==> src/rtl/state_dump_unit.sv <==
// state_dump_unit: walks the register file, then data memory, as tagged beats.
// Define DUMP_CHECKSUM_EN to append an XOR checksum beat (tag 6'h3F).
module state_dump_unit #(
  parameter int NUM_REGS      = 32,
  parameter int NUM_MEM_WORDS = 16,
  parameter int DATA_W        = 32,
  parameter int DM_AW         = $clog2(NUM_MEM_WORDS)
) (
  input  logic              clk,
  input  logic              reset,
  input  logic              start_i,
  output logic              busy_o,
  output logic              done_o,
  output logic [4:0]        rf_rd_addr_o,
  input  logic [DATA_W-1:0] rf_rd_data_i,
  output logic              dm_rd_en_o,
  output logic [DM_AW-1:0]  dm_rd_addr_o,
  input  logic [DATA_W-1:0] dm_rd_data_i,
  output logic              out_valid_o,
  input  logic              out_ready_i,
  output logic [DATA_W-1:0] out_data_o,
  output logic [5:0]        out_tag_o,
  output logic              out_last_o
);

  localparam int MAX_N =
    (NUM_REGS > NUM_MEM_WORDS) ? NUM_REGS : NUM_MEM_WORDS;
  localparam int IDX_W = (MAX_N > 1) ? $clog2(MAX_N) : 1;
  localparam logic [IDX_W-1:0] RF_LAST = IDX_W'(NUM_REGS - 1);
  localparam logic [IDX_W-1:0] DM_LAST = IDX_W'(NUM_MEM_WORDS - 1);

  typedef enum logic [2:0] {
    IDLE,
    RF,
    MEM_REQ,
    MEM_WAIT,
    DONE
  } state_e;

  state_e            state_q, state_d;
  logic [IDX_W-1:0]  index_q, index_d;
  logic              busy_q, busy_d;
  logic              done_q, done_d;

  logic              out_valid_q, out_valid_d;
  logic [DATA_W-1:0] out_data_q, out_data_d;
  logic [5:0]        out_tag_q, out_tag_d;
  logic              out_last_q, out_last_d;

  logic              slot_free;
  logic              hs_last;
  logic              start_go;
  logic              dm_en;

  logic              load;
  logic [DATA_W-1:0] load_data;
  logic [5:0]        load_tag;
  logic              load_last;

`ifdef DUMP_CHECKSUM_EN
  logic [DATA_W-1:0] csum_q, csum_d;
  logic              ck_pend_q, ck_pend_d;
`endif

  assign slot_free = !out_valid_q || out_ready_i;
  assign hs_last   = out_valid_q && out_ready_i && out_last_q;
  // done_q marks the pulse cycle; a start seen then is dropped
  assign start_go  = (state_q == IDLE) && start_i && !done_q;

  assign busy_o       = busy_q;
  assign done_o       = done_q;
  assign out_valid_o  = out_valid_q;
  assign out_data_o   = out_data_q;
  assign out_tag_o    = out_tag_q;
  assign out_last_o   = out_last_q;
  assign dm_rd_en_o   = dm_en;
  assign rf_rd_addr_o = (state_q == RF) ? 5'(index_q) : 5'd0;
  assign dm_rd_addr_o = dm_en ? DM_AW'(index_q) : '0;

  always_comb begin
    state_d   = state_q;
    index_d   = index_q;
    busy_d    = busy_q;
    done_d    = 1'b0;
    dm_en     = 1'b0;
    load      = 1'b0;
    load_data = '0;
    load_tag  = '0;
    load_last = 1'b0;
`ifdef DUMP_CHECKSUM_EN
    ck_pend_d = ck_pend_q;
`endif

    unique case (state_q)
      IDLE: begin
        if (start_go) begin
          state_d = RF;
          index_d = '0;
          busy_d  = 1'b1;
        end
      end

      RF: begin
        if (slot_free) begin
          load      = 1'b1;
          load_data = rf_rd_data_i;
          load_tag  = {1'b0, 5'(index_q)};
          if (index_q == RF_LAST) begin
            index_d = '0;
            state_d = MEM_REQ;
          end else begin
            index_d = index_q + 1'b1;
          end
        end
      end

      MEM_REQ: begin
        if (slot_free) begin
          dm_en   = 1'b1;
          state_d = MEM_WAIT;
        end
      end

      // The strobe cycle emptied the slot, so the load is unconditional
      MEM_WAIT: begin
        load      = 1'b1;
        load_data = dm_rd_data_i;
        load_tag  = {1'b1, 5'(index_q)};
        if (index_q == DM_LAST) begin
          index_d = '0;
          state_d = DONE;
`ifdef DUMP_CHECKSUM_EN
          ck_pend_d = 1'b1;
`else
          load_last = 1'b1;
`endif
        end else begin
          index_d = index_q + 1'b1;
          state_d = MEM_REQ;
        end
      end

      DONE: begin
`ifdef DUMP_CHECKSUM_EN
        if (ck_pend_q) begin
          if (slot_free) begin
            load      = 1'b1;
            load_data = csum_q;
            load_tag  = 6'h3F;
            load_last = 1'b1;
            ck_pend_d = 1'b0;
          end
        end else if (hs_last) begin
          state_d = IDLE;
          busy_d  = 1'b0;
          done_d  = 1'b1;
        end
`else
        if (hs_last) begin
          state_d = IDLE;
          busy_d  = 1'b0;
          done_d  = 1'b1;
        end
`endif
      end

      default: begin
        state_d = IDLE;
      end
    endcase
  end

  always_comb begin
    out_valid_d = out_valid_q;
    out_data_d  = out_data_q;
    out_tag_d   = out_tag_q;
    out_last_d  = out_last_q;
    if (load) begin
      out_valid_d = 1'b1;
      out_data_d  = load_data;
      out_tag_d   = load_tag;
      out_last_d  = load_last;
    end else if (out_valid_q && out_ready_i) begin
      out_valid_d = 1'b0;
      out_last_d  = 1'b0;
    end
  end

`ifdef DUMP_CHECKSUM_EN
  always_comb begin
    csum_d = csum_q;
    if (start_go) begin
      csum_d = '0;
    end else if (load && state_q != DONE) begin
      csum_d = csum_q ^ load_data;
    end
  end

  always_ff @(posedge clk or negedge reset) begin
    if (!reset) begin
      csum_q    <= '0;
      ck_pend_q <= 1'b0;
    end else begin
      csum_q    <= csum_d;
      ck_pend_q <= ck_pend_d;
    end
  end
`endif

  always_ff @(posedge clk or negedge reset) begin
    if (!reset) begin
      state_q     <= IDLE;
      index_q     <= '0;
      busy_q      <= 1'b0;
      done_q      <= 1'b0;
      out_valid_q <= 1'b0;
      out_data_q  <= '0;
      out_tag_q   <= '0;
      out_last_q  <= 1'b0;
    end else begin
      state_q     <= state_d;
      index_q     <= index_d;
      busy_q      <= busy_d;
      done_q      <= done_d;
      out_valid_q <= out_valid_d;
      out_data_q  <= out_data_d;
      out_tag_q   <= out_tag_d;
      out_last_q  <= out_last_d;
    end
  end

endmodule

==> config.mk <==
export PLATFORM = sky130hd
export DESIGN_NAME = state_dump_unit
export DESIGN_NICKNAME = d
export VERILOG_FILES = /design/src/rtl/state_dump_unit.sv
export SDC_FILE = /design/constraint.sdc
export NUM_CORES = 1
export LEC_CHECK = 0
export ABC_CLOCK_PERIOD_IN_PS = 3630
export CORE_MARGIN = 4
export CORE_UTILIZATION = 43
export CTS_CLUSTER_SIZE = 30
export DETAILED_ROUTE_END_ITERATION = 12
export GPL_TIMING_DRIVEN = 1
export PLACE_DENSITY = 0.85
export SLEW_MARGIN = 20
export SYNTH_ARGS = -nofsm -noshare
export SYNTH_HDL_FRONTEND = slang
export SYNTH_SLANG_ARGS = --single-unit
==> constraint.sdc <==
create_clock -name clk -period 3.63 [get_ports clk]
set_input_delay 0.726 -clock clk [delete_from_list [all_inputs] [get_ports clk]]
set_output_delay 0.726 -clock clk [all_outputs]
set_load 0.01 [all_outputs]
-- Word-level counts from Yosys, hierarchy flattened
Cells that the tools add are included.
- register bits after elaboration: 50
- latch bits: 0
- RAM bits: 0
- bits in read-only memories: 0
- bits of input ports: 68
- output and inout port bits: 52
- logic and storage cells: 65
- memories: 0
- add/sub/neg operators: 1
- multipliers: 0
- div/mod/pow operators: 0
- magnitude comparators: 0
- eq/ne operators: 11
- shifts and indexed selects: 0
- multiplexer cells: 31
- bitwise gates (word level): 0
- reductions and logical operators: 14
- operator list (cell ; count):
    $pmux W32 S2 ; 1
    $mux W32 ; 1
    $mux W5 ; 6
    $mux W3 ; 6
    $pmux W3 S5 ; 1
    $pmux W5 S3 ; 1
    $pmux W6 S2 ; 1
    $mux W1 ; 11
    $ne A2 B2 Y1 const B ; 4
    $eq A3 B2 Y1 const B ; 2
    $reduce_and A3 Y1 ; 2
    $add A5 B1 Y5 const B ; 1
    $eq A5 B4 Y1 const B ; 1
    $eq A5 B5 Y1 const B ; 1
    $reduce_and A5 Y1 ; 1
    $logic_and A1 B1 Y1 ; 4
    $mux W4 ; 1
    $pmux W1 S2 ; 2
    $reduce_bool A2 Y1 ; 2
    $eq A3 B1 Y1 const B ; 1
    $eq A3 B3 Y1 const B ; 1
    $logic_not A3 Y1 ; 1
    $reduce_bool A3 Y1 ; 1
    $logic_not A1 Y1 ; 2
    other kinds (2) ; 2

-- Longest topological paths before layout
Gate-level depths: netlist (run 1).
- depth in word-level cells: 5
- mapped depth: 7
- depth with buffers taken out: 7

-- Worst setup path before layout (run 1)
OpenSTA, ideal clock, no wires.
- path kind: input to output
- from: input out_ready_i
- to: output dm_rd_addr_o[0]
- data arrival time: 1.587 ns
- required time: 2.904 ns
- slack: 1.317 ns
- stages: 4
- path buffers: 1
- cells stage by stage: nand2b_1 clkbuf_1 and4b_1 and2_1
- longest elaborated chain between the ends: 4
- ends and longest elaborated chain (element ; line ; text):
    start, declared ; 20 ; input logic out_ready_i,
    $logic_or A1 B1 Y1 ; 65 ; assign slot_free = !out_valid_q || out_ready_i;
    $mux W1 ; 118 ; if (slot_free) begin
    $mux W1 ; 94 ; unique case (state_q)
    via dm_rd_en_o ; 16 ; output logic dm_rd_en_o,
    $mux W4 ; 78 ; assign dm_rd_addr_o = dm_en ? DM_AW'(index_q) : '0;
    end, declared ; 17 ; output logic [DM_AW-1:0] dm_rd_addr_o,
The timed path passes the listed nets, and every way through them passes these cells.

-- Final worst setup path (run 1)
- from: input out_ready_i
- to: output dm_rd_addr_o[2]
- longest elaborated chain between the ends: 4
- ends and longest elaborated chain (element ; line):
    $logic_or A1 B1 Y1 ; 65
    $mux W1 ; 118
    $mux W1 ; 94
    $mux W4 ; 78
No other way between the ends.

==> implementation parameters, run 1 <==
Parameter                              Value

Outcome
  Outcome ... finished clean

Setup path
  R2R Setup Slk ... 1.66 ns
  Largest fanout of any net on the critical path ... 5
  Capture instance of the worst register-to-register path ... out_data_o[8]
  CP startpoint kind ... input port
  Critical path data required time ... 2.90 ns
  Critical Path AT ... 2.36 ns
  Category of the worst setup path capture point ... output pin
  Launching point of the worst reg2reg path ... state_q[1]
  Crit path kind ... in2out
  Depth of the worst register-to-register path ... 3

Global route
  Global routing usage summed across all routing layers ... 0.2302
  Initial antenna violation count ... 0
  GRT Residual Overflow ... 0
  Maximum number of pins on one net before global-route repair ... 40
  Global-route wire length before repair ... 11.75 mm
  Number of global-route vias before repair ... 2,204

Logic synthesis
  Top-area cell type share of the netlist area ... 0.5208
  Simple-gate portion of the synthesized area ... 0.1917
  Top cells by instance count after synthesis ... dfrtp_1 (50), and3_1 (35), a221o_1 (32), and2_1 (11), clkbuf_1 (11)
  Combinational family with the most area after synthesis ... simple AND/OR/NAND/NOR gates
  Cell area after technology mapping ... 2402 um^2
  Post-synthesis area per instance ... 11.49 um^2
  Synth Net Count ... 281
  Synthesis-stage register bit count ... 50
  Number of distinct library cells after synthesis ... 37
  Biggest area contributors in the synthesized netlist ... dfrtp_1 (52%), a221o_1 (13%), and3_1 (9.1%), and2_1 (2.9%), mux2_2 (2.3%)
  Share of synthesized registers carrying an async set or reset ... 1.000
  Post-synthesis compound-gate area fraction ... 0.1818
  Multiplexer share of the synthesized area ... 0.04219
  Adder-Cell Fraction of Synth Area ... 0.02083
  Most used flip-flop cell after synthesis ... dfrtp_1
  Synth Area in XOR/XNOR ... 0
  Number of enable-type register cells in the synthesized netlist ... 0
  Most numerous cell in the Yosys netlist ... dfrtp_1
  Dominant cell type by area after synthesis ... dfrtp_1
  Post-synthesis sequential area ratio ... 0.5208
  Synthesized instance count ... 209
  Yosys warns ... 0

Die
  Core box area ... 5270 um^2
  Die Span Y ... 82.75 um
  Number of top-level pins ... 120
  Starting density of the core ... 0.4558
  Cell Rows ... 26
  Die area ... 6847 um^2
  Chip Width ... 82.75 um

Detailed routing
  DRC violations left ... 0
  First-pass DRT Iterations ... 4
  Average routed wire per standard cell ... 19.49 um
  Iter 0 DRT Violations ... 82
  Final ANT Viol Nets ... 0
  Average vias per placed instance ... 5.637
  Via Count ... 2,221
  Wirelength, routed ... 7.678 mm

Cells and area
  Final core utilization ... 0.7151
  ANT cells ... 0
  Fillers ... 409
  Fraction of final layout cells with drive strength greater than 1 ... 0.08333
  NumNets Final ... 395
  Relative area change from synthesis to final layout ... 56.87%
  Post-Layout Cell Count ... 394

Run
  Max cap viols ... 0

Timing
  Hold violation count in the final report ... 0
  Worst Clk Skew ... 0.007941 ns
  Post-layout min period ... 3.085 ns
  Final count of negative-setup-slack endpoints ... 0
  Share of the clock period used by the worst path ... 0.8497
  Setup repair after global routing missed its margin ... false
  Max Transition Viols Final ... 0
  Slew headroom ... 0.5674
  Post-route worst hold slack ... 0.3744 ns
  Setup TNS Final ... 0 ns
  Fmax achieved ... 324.2 MHz
  Tightest Pin Transition ... 0.6488 ns

Clock network
  Clock slew at reported path FFs ... 0.09 ns
  Buffers inserted during post-CTS setup optimization ... 0
  Post_cts resized ... 0
  Hold buffer count at CTS ... 0
  Cts bufs inserted ... 5
  TritonCTS clock tree ... yes
  H-Tree Level Count ... 2
  Largest buffer count on any clock path ... 2
  CTS root buffer ... clkbuf_8
  Clock sink total ... 50
  Clock latency reported for the late side of the worst-skew pair ... 0.30 ns

Placement
  Port-buffer cells ... 119
  Placed Cells incl. Taps ... 386
  HPWL after detailed placement ... 5.549 mm
  Routability-driven placement congestion ratio ... 0.8044

Power
  Power per unit of standard cell area ... 803.3 nW/um^2
  Peak supply drop ... 0.5159 mV
  Pwr Total ... 3.028 mW
  Static leakage ... 1.689 nW

Worst hold path
  Tightest Hold Check Type ... in2async
stage by stage:
step | worst slack [ns] | area [um^2]
after floorplan | 1.317 | 2402
after global placement | 0.6320 | 3642
after detailed placement | 0.5601 | 3662
after CTS | 0.5415 | 3769
after global routing | 0.4611 | 3769
final | 0.5454 | 3769
registers in the layout, indices dropped and copies added, names as in the netlist:
| register | flops |
|---|---|
| out_last_o | 1 |
| out_data_o | 32 |
| index_q | 5 |
| busy_o | 1 |
| done_o | 1 |
| state_q | 3 |
| out_tag_o | 6 |
| out_valid_o | 1 |
worst max-delay path, stage by stage:
cell and delay (ns):
clkdlybuf4s50_1 0.51, nand2b_1 0.13, and4b_1 0.29, and2_1 0.16
clkdlybuf4s50_1 0.53
worst max-delay path by stage:
| stage | start | endpoint | slack (ns) | depth (start not counted) |
|---|---|---|---|---|
| floorplan | out_ready_i | dm_rd_addr_o[0] | 1.32 | 4 |
| global placement | out_ready_i | dm_rd_addr_o[3] | 0.63 | 5 |
| detailed placement | out_ready_i | dm_rd_addr_o[2] | 0.56 | 5 |
| CTS | out_ready_i | dm_rd_addr_o[2] | 0.54 | 5 |
| global route | out_ready_i | dm_rd_addr_o[2] | 0.46 | 5 |
| finish | out_ready_i | dm_rd_addr_o[2] | 0.55 | 5 |
routing by layer:
layer	global-route usage	share of wire
met5	0	0
met1	0.2929	0.41
met3	0.06508	0.11
met2	0.3838	0.47
met4	0.06209	0.014
cells in the final DEF (no fill, tap or decap), drive strengths merged, types with 3 or more instances in the layout:
cell type	instances
nand3	5
mux2	6
a221o	32
buf	7
o21ai	4
and3	35
and2	11
ha	4
nand2	8
inv	7
mux2i	3
dfrtp	50
clkbuf	7
clkdlybuf4s50	118
logic make-up after synthesis:
family,count (synthesis)
adder cells (fa/ha/maj),4
AO/OA/AOI/OAI,47
multiplexers,9
AND/OR/NAND/NOR,74
flip-flops,50
buffers and inverters,25
layout make-up:
| cell class | count | area, um^2 | area share |
|---|---|---|---|
| Inverter | 7 | 26.28 | 0.006972 |
| Tap cell | 70 | 87.58 | 0.02324 |
| Sequential cell | 50 | 1251 | 0.3320 |
| Timing Repair Buffer | 125 | 1244 | 0.3300 |
| Clock buffer | 7 | 76.32 | 0.02025 |
| Multi-Input combinational cell | 134 | 1054 | 0.2795 |
| Clock inverter | 1 | 30.03 | 0.007968 |
report_power, final:
| group | total (mW) | switching, mW | internal, mW |
|---|---|---|---|
| combinational | 1.63 | 0.705 | 0.927 |
| sequential | 1.01 | 0.197 | 0.810 |
| clock | 0.388 | 0.182 | 0.206 |
No activity file was read; power rests on OpenSTA's default activity.
==> run 2, diff against run 1 <==
--- a/config.mk
+++ b/config.mk
@@ -5,13 +5,13 @@
 export SDC_FILE = /design/constraint.sdc
 export NUM_CORES = 1
 export LEC_CHECK = 0
-export ABC_CLOCK_PERIOD_IN_PS = 3630
+export ABC_CLOCK_PERIOD_IN_PS = 2800
 export CORE_MARGIN = 4
-export CORE_UTILIZATION = 43
+export CORE_UTILIZATION = 36
 export CTS_CLUSTER_SIZE = 30
 export DETAILED_ROUTE_END_ITERATION = 12
 export GPL_TIMING_DRIVEN = 1
-export PLACE_DENSITY = 0.85
+export PLACE_DENSITY = 0.76
 export SLEW_MARGIN = 20
 export SYNTH_ARGS = -nofsm -noshare
 export SYNTH_HDL_FRONTEND = slang
==> constraint.sdc (replaced) <==
create_clock -name clk -period 2.8 [get_ports clk]
set_input_delay 0.56 -clock clk [delete_from_list [all_inputs] [get_ports clk]]
set_output_delay 0.56 -clock clk [all_outputs]
set_load 0.01 [all_outputs]
==> implementation parameters, run 2 (synthesis gave the netlist of run 1 again) <==
Parameter                              Value

Clock network
  CTS root buffer ... clkbuf_8
  Clock slew at reported path FFs ... 0.10 ns
  Post_cts resized ... 0
  Buffers inserted during post-CTS setup optimization ... 0
  Clock latency reported for the late side of the worst-skew pair ... 0.31 ns
  H-Tree Level Count ... 2
  TritonCTS clock tree ... yes
  Clock sink total ... 50
  Largest buffer count on any clock path ... 2
  Cts bufs inserted ... 5
  Hold buffer count at CTS ... 0

Cells and area
  Highest-count cells in the layout ignoring fill and taps ... clkdlybuf4s50_1 (118), dfrtp_1 (50), and3_1 (35)
  Final core utilization ... 0.5901
  ANT cells ... 0
  Post-layout instance area ... 3790 um^2
  Post-Layout Cell Count ... 406
  Fraction of final layout cells with drive strength greater than 1 ... 0.1033
  NumNets Final ... 400
  Most frequent standard cell in the layout excluding fill and tap cells ... clkdlybuf4s50_1
  Relative area change from synthesis to final layout ... 57.76%
  Number of flip-flops under the largest register name ... 32

Placement
  Cell area after placement ... 3696 um^2
  Port-buffer cells ... 119
  HPWL after detailed placement ... 5.305 mm
  Routability-driven placement congestion ratio ... 0.7833
  Placed Cells incl. Taps ... 398
  Pre-CTS setup slack ... 0.1269 ns

Timing
  Worst Clk Skew ... 0.005972 ns
  Tightest Pin Transition ... 0.4317 ns
  Share of the clock period used by the worst path ... 0.9642
  Setup TNS Final ... 0 ns
  Post-route worst hold slack ... 0.2234 ns
  Final count of negative-setup-slack endpoints ... 0
  Setup repair after global routing missed its margin ... false
  Post-layout min period ... 2.700 ns
  Hold violation count in the final report ... 0
  Worst setup margin ... 0.1002 ns
  Fmax achieved ... 370.4 MHz
  Max Transition Viols Final ... 0
  Slew headroom ... 0.7122

Die
  Number of top-level pins ... 120
  Die area ... 8044 um^2
  Cell Rows ... 29
  Core box area ... 6422 um^2
  Starting density of the core ... 0.3741
  Die Span Y ... 89.69 um
  Chip Width ... 89.69 um

Global route
  GRT Residual Overflow ... 0
  Initial antenna violation count ... 0
  Global-route wire length before repair ... 11.72 mm
  Global routing usage summed across all routing layers ... 0.1904
  Maximum number of pins on one net before global-route repair ... 40
  Number of global-route vias before repair ... 2,304

Power
  Pwr Total ... 3.884 mW
  Peak supply drop ... 0.7695 mV
  Static leakage ... 1.702 nW
  Power per unit of standard cell area ... 1025 nW/um^2

Outcome
  Outcome ... finished clean

Setup path
  Capture instance of the worst register-to-register path ... index_q[1]
  Critical path data required time ... 2.24 ns
  CP startpoint kind ... input port
  Category of the worst setup path capture point ... output pin
  Worst path most repeated cell ... clkdlybuf4s50_1
  Count of buffering cells on the critical path with inverters included ... 2
  WP depth ... 5
  Top Family by Delay on Critical Path ... buffers and inverters
  Depth of the worst register-to-register path ... 4
  Crit path kind ... in2out
  Launching point of the worst reg2reg path ... state_q[1]
  Largest fanout of any net on the critical path ... 5
  Worst path slowest cell ... clkdlybuf4s50_1
  R2R Setup Slk ... 0.90 ns
  Critical Path AT ... 2.14 ns
  Ordered cell list for the critical path ... clkdlybuf4s50_1 > nand2b_1 > and4b_1 > and2_1 > clkdlybuf4s50_1
  Largest stage delay on the critical path ... 0.54 ns

Detailed routing
  Via Count ... 2,181
  First-pass DRT Iterations ... 4
  Average vias per placed instance ... 5.372
  Average routed wire per standard cell ... 18.33 um
  DRC violations left ... 0
  Final ANT Viol Nets ... 0
  Wirelength, routed ... 7.444 mm
  Iter 0 DRT Violations ... 62

Run
  Max cap viols ... 0

Worst hold path
  Tightest Hold Check Type ... in2async
-- run 2: layout make-up --
cell class	instances	area, um^2
Fill cell	558	2633
Clock buffer	5	68.82
Multi-Input combinational cell	134	1054
Sequential cell	50	1251
Clock inverter	3	25.02
Timing Repair Buffer	130	1269
Inverter	7	26.28
Tap cell	77	96.34
-- run 2: report_power, final --
part	switching (mW)	leakage [nW]	total [mW]	internal [mW]
Sequential	0.242	0.607	1.29	1.05
Combinational	0.919	1.05	2.14	1.22
Clock	0.272	0.0447	0.453	0.181
-- run 2: worst max path at each step --
| stage | from | to |
|---|---|---|
| final | out_ready_i | dm_rd_addr_o[2] |
| after global routing | out_ready_i | dm_rd_addr_o[3] |
| after CTS | out_ready_i | dm_rd_addr_o[1] |
| after detailed placement | out_ready_i | dm_rd_addr_o[1] |
| after global placement | out_ready_i | dm_rd_addr_o[0] |
| after floorplan | out_ready_i | dm_rd_addr_o[0] |
-- run 2: per-layer routing --
metal  wire, um  vias up  GRT usage
li1           -     1036          -
met5          0        -          0
met3        606       11    0.04106
met4        113        0    0.05413
met2       3466       86     0.3172
met1       3257     1048     0.2499
==> run 3, diff against run 2 <==
--- a/config.mk
+++ b/config.mk
@@ -10,8 +10,9 @@
 export CORE_UTILIZATION = 36
 export CTS_CLUSTER_SIZE = 30
 export DETAILED_ROUTE_END_ITERATION = 12
+export GPL_ROUTABILITY_DRIVEN = 0
 export GPL_TIMING_DRIVEN = 1
-export PLACE_DENSITY = 0.76
+export PLACE_DENSITY = 0.82
 export SLEW_MARGIN = 20
 export SYNTH_ARGS = -nofsm -noshare
 export SYNTH_HDL_FRONTEND = slang
==> implementation parameters, run 3 (synthesis gave the netlist of run 1 again) <==
Parameter                              Value

Timing
  Slew headroom ... 0.6852
  Fmax achieved ... 375.1 MHz
  Share of the clock period used by the worst path ... 0.9520
  Hold violation count in the final report ... 0
  Worst setup margin ... 0.1344 ns
  Post-layout min period ... 2.666 ns
  Tightest Pin Transition ... 0.4722 ns
  Setup TNS Final ... 0 ns
  Max Transition Viols Final ... 0
  Worst Clk Skew ... 0.004928 ns
  Setup repair after global routing missed its margin ... false
  Final count of negative-setup-slack endpoints ... 0

Outcome
  Outcome ... finished clean

Placement
  HPWL after detailed placement ... 5.506 mm
  Cell area after placement ... 3689 um^2
  Port-buffer cells ... 119
  Pre-CTS setup slack ... 0.1423 ns

Global route
  Number of global-route vias before repair ... 2,311
  Global routing usage summed across all routing layers ... 0.1932
  Global-route wire length before repair ... 11.77 mm
  GRT Residual Overflow ... 0
  Initial antenna violation count ... 0
  Maximum number of pins on one net before global-route repair ... 40

Detailed routing
  Wirelength, routed ... 7.583 mm
  Average routed wire per standard cell ... 18.72 um
  Iter 0 DRT Violations ... 90
  Average vias per placed instance ... 5.430
  Via Count ... 2,199
  Final ANT Viol Nets ... 0
  DRC violations left ... 0
  First-pass DRT Iterations ... 4

Clock network
  Clock sink total ... 50
  Clock slew at reported path FFs ... 0.09 ns
  Largest buffer count on any clock path ... 2
  Post_cts resized ... 0
  TritonCTS clock tree ... yes
  Hold buffer count at CTS ... 0
  H-Tree Level Count ... 2
  CTS root buffer ... clkbuf_8
  Clock latency reported for the late side of the worst-skew pair ... 0.30 ns
  Buffers inserted during post-CTS setup optimization ... 0
  Cts bufs inserted ... 5

Setup path
  Crit path kind ... in2out
  Ordered cell list for the critical path ... clkdlybuf4s50_1 > nand2b_1 > and4b_1 > and2_1 > clkdlybuf4s50_1
  Critical path data required time ... 2.24 ns
  Largest stage delay on the critical path ... 0.54 ns
  Launching point of the worst reg2reg path ... state_q[1]
  Timing startpoint of the critical path ... out_ready_i
  Largest fanout of any net on the critical path ... 5
  CP startpoint kind ... input port
  Critical Path AT ... 2.11 ns
  Worst path slowest cell ... clkdlybuf4s50_1
  Category of the worst setup path capture point ... output pin
  Worst path most repeated cell ... clkdlybuf4s50_1

Die
  Starting density of the core ... 0.3741
  Number of top-level pins ... 120
  Chip Width ... 89.69 um
  Cell Rows ... 29
  Die Span Y ... 89.69 um
  Core box area ... 6422 um^2
  Die area ... 8044 um^2

Cells and area
  Number of flip-flops under the largest register name ... 32
  ANT cells ... 0
  Fillers ... 536
  Post-layout instance area ... 3775 um^2
  Final core utilization ... 0.5878
  Highest-count cells in the layout ignoring fill and taps ... clkdlybuf4s50_1 (118), dfrtp_1 (50), and3_1 (35)
  Multi-input gate area ... 1054 um^2
  Fraction of final layout cells with drive strength greater than 1 ... 0.09756
  Sequential standard cell area ... 1251 um^2
  Relative area change from synthesis to final layout ... 57.14%
  NumNets Final ... 399
  Most frequent standard cell in the layout excluding fill and tap cells ... clkdlybuf4s50_1

Power
  Internal power consumption ... 2.443 mW
  Clock network power share ... 0.107
  Part of the power in combinational logic ... 0.554
  Power per unit of standard cell area ... 1023 nW/um^2
  Pwr Total ... 3.862 mW
  Sw frac ... 0.3675
  Static leakage ... 1.697 nW
  Peak supply drop ... 0.7748 mV
  Sequential share of power ... 0.339
  Sw Pwr ... 1.419 mW

Run
  Max cap viols ... 0

Worst hold path
  Tightest Hold Check Type ... in2async
## run 3: cell types whose count changed in the layout (fill, tap and decap cells not counted), sizes merged
cell,previous run,this run
clkinvlp,1,0
inv,8,7
clkinv,1,2
buf,12,11
clkbuf,5,6
## run 3: layout make-up
class,count,area share
clock inverters,2,0.003646
inverters,7,0.006961
well taps,77,0.02552
repair buffers,129,0.3341
flip-flops and latches,50,0.3315
multi-input cells,134,0.2791
clock buffers,6,0.01922
## run 3: final timing paths
kind,endpoint,slack (ns),cells after the start
setup / recovery,dm_rd_addr_o[2],0.13,5
hold / removal,out_last_o,0.25,2
setup reg to reg,index_q[1],0.94,3
hold reg to reg,out_tag_o[5],0.49,1
max in group asynchronous,out_data_o[26],2.26,2
min in group clk,out_tag_o[5],0.49,1
## run 3: layer usage
metal	part of all wire	GRT usage	vias up
met3	0.093	0.06296	2
met4	0.0020	0.03518	0
met1	0.43	0.2473	1076
met5	0	0	-
met2	0.47	0.3231	88
li1	-	-	1033
## run 3: critical path, delay by kind of cell
family | cells | cell delay, ns
buffers and inverters | 2 | 1.01
and+or+nand+nor | 3 | 0.54
## run 3: metrics by stage
step                hold slack [ns]  instances
floorplan                    0.2644        209
global placement             0.4627        397
detailed placement           0.4704        397
CTS                          0.2359        405
global route                 0.2582        405
finish                       0.2453        405
## run 3: power groups by stage
stage / registers, mW / logic, mW / clock network, mW
floorplan: 1.38 / 1.01 / 0
global placement: 1.30 / 2.12 / 0
detailed placement: 1.32 / 2.16 / 0
CTS: 1.31 / 2.17 / 0.433
global route: 1.35 / 2.32 / 0.465
finish: 1.31 / 2.14 / 0.413
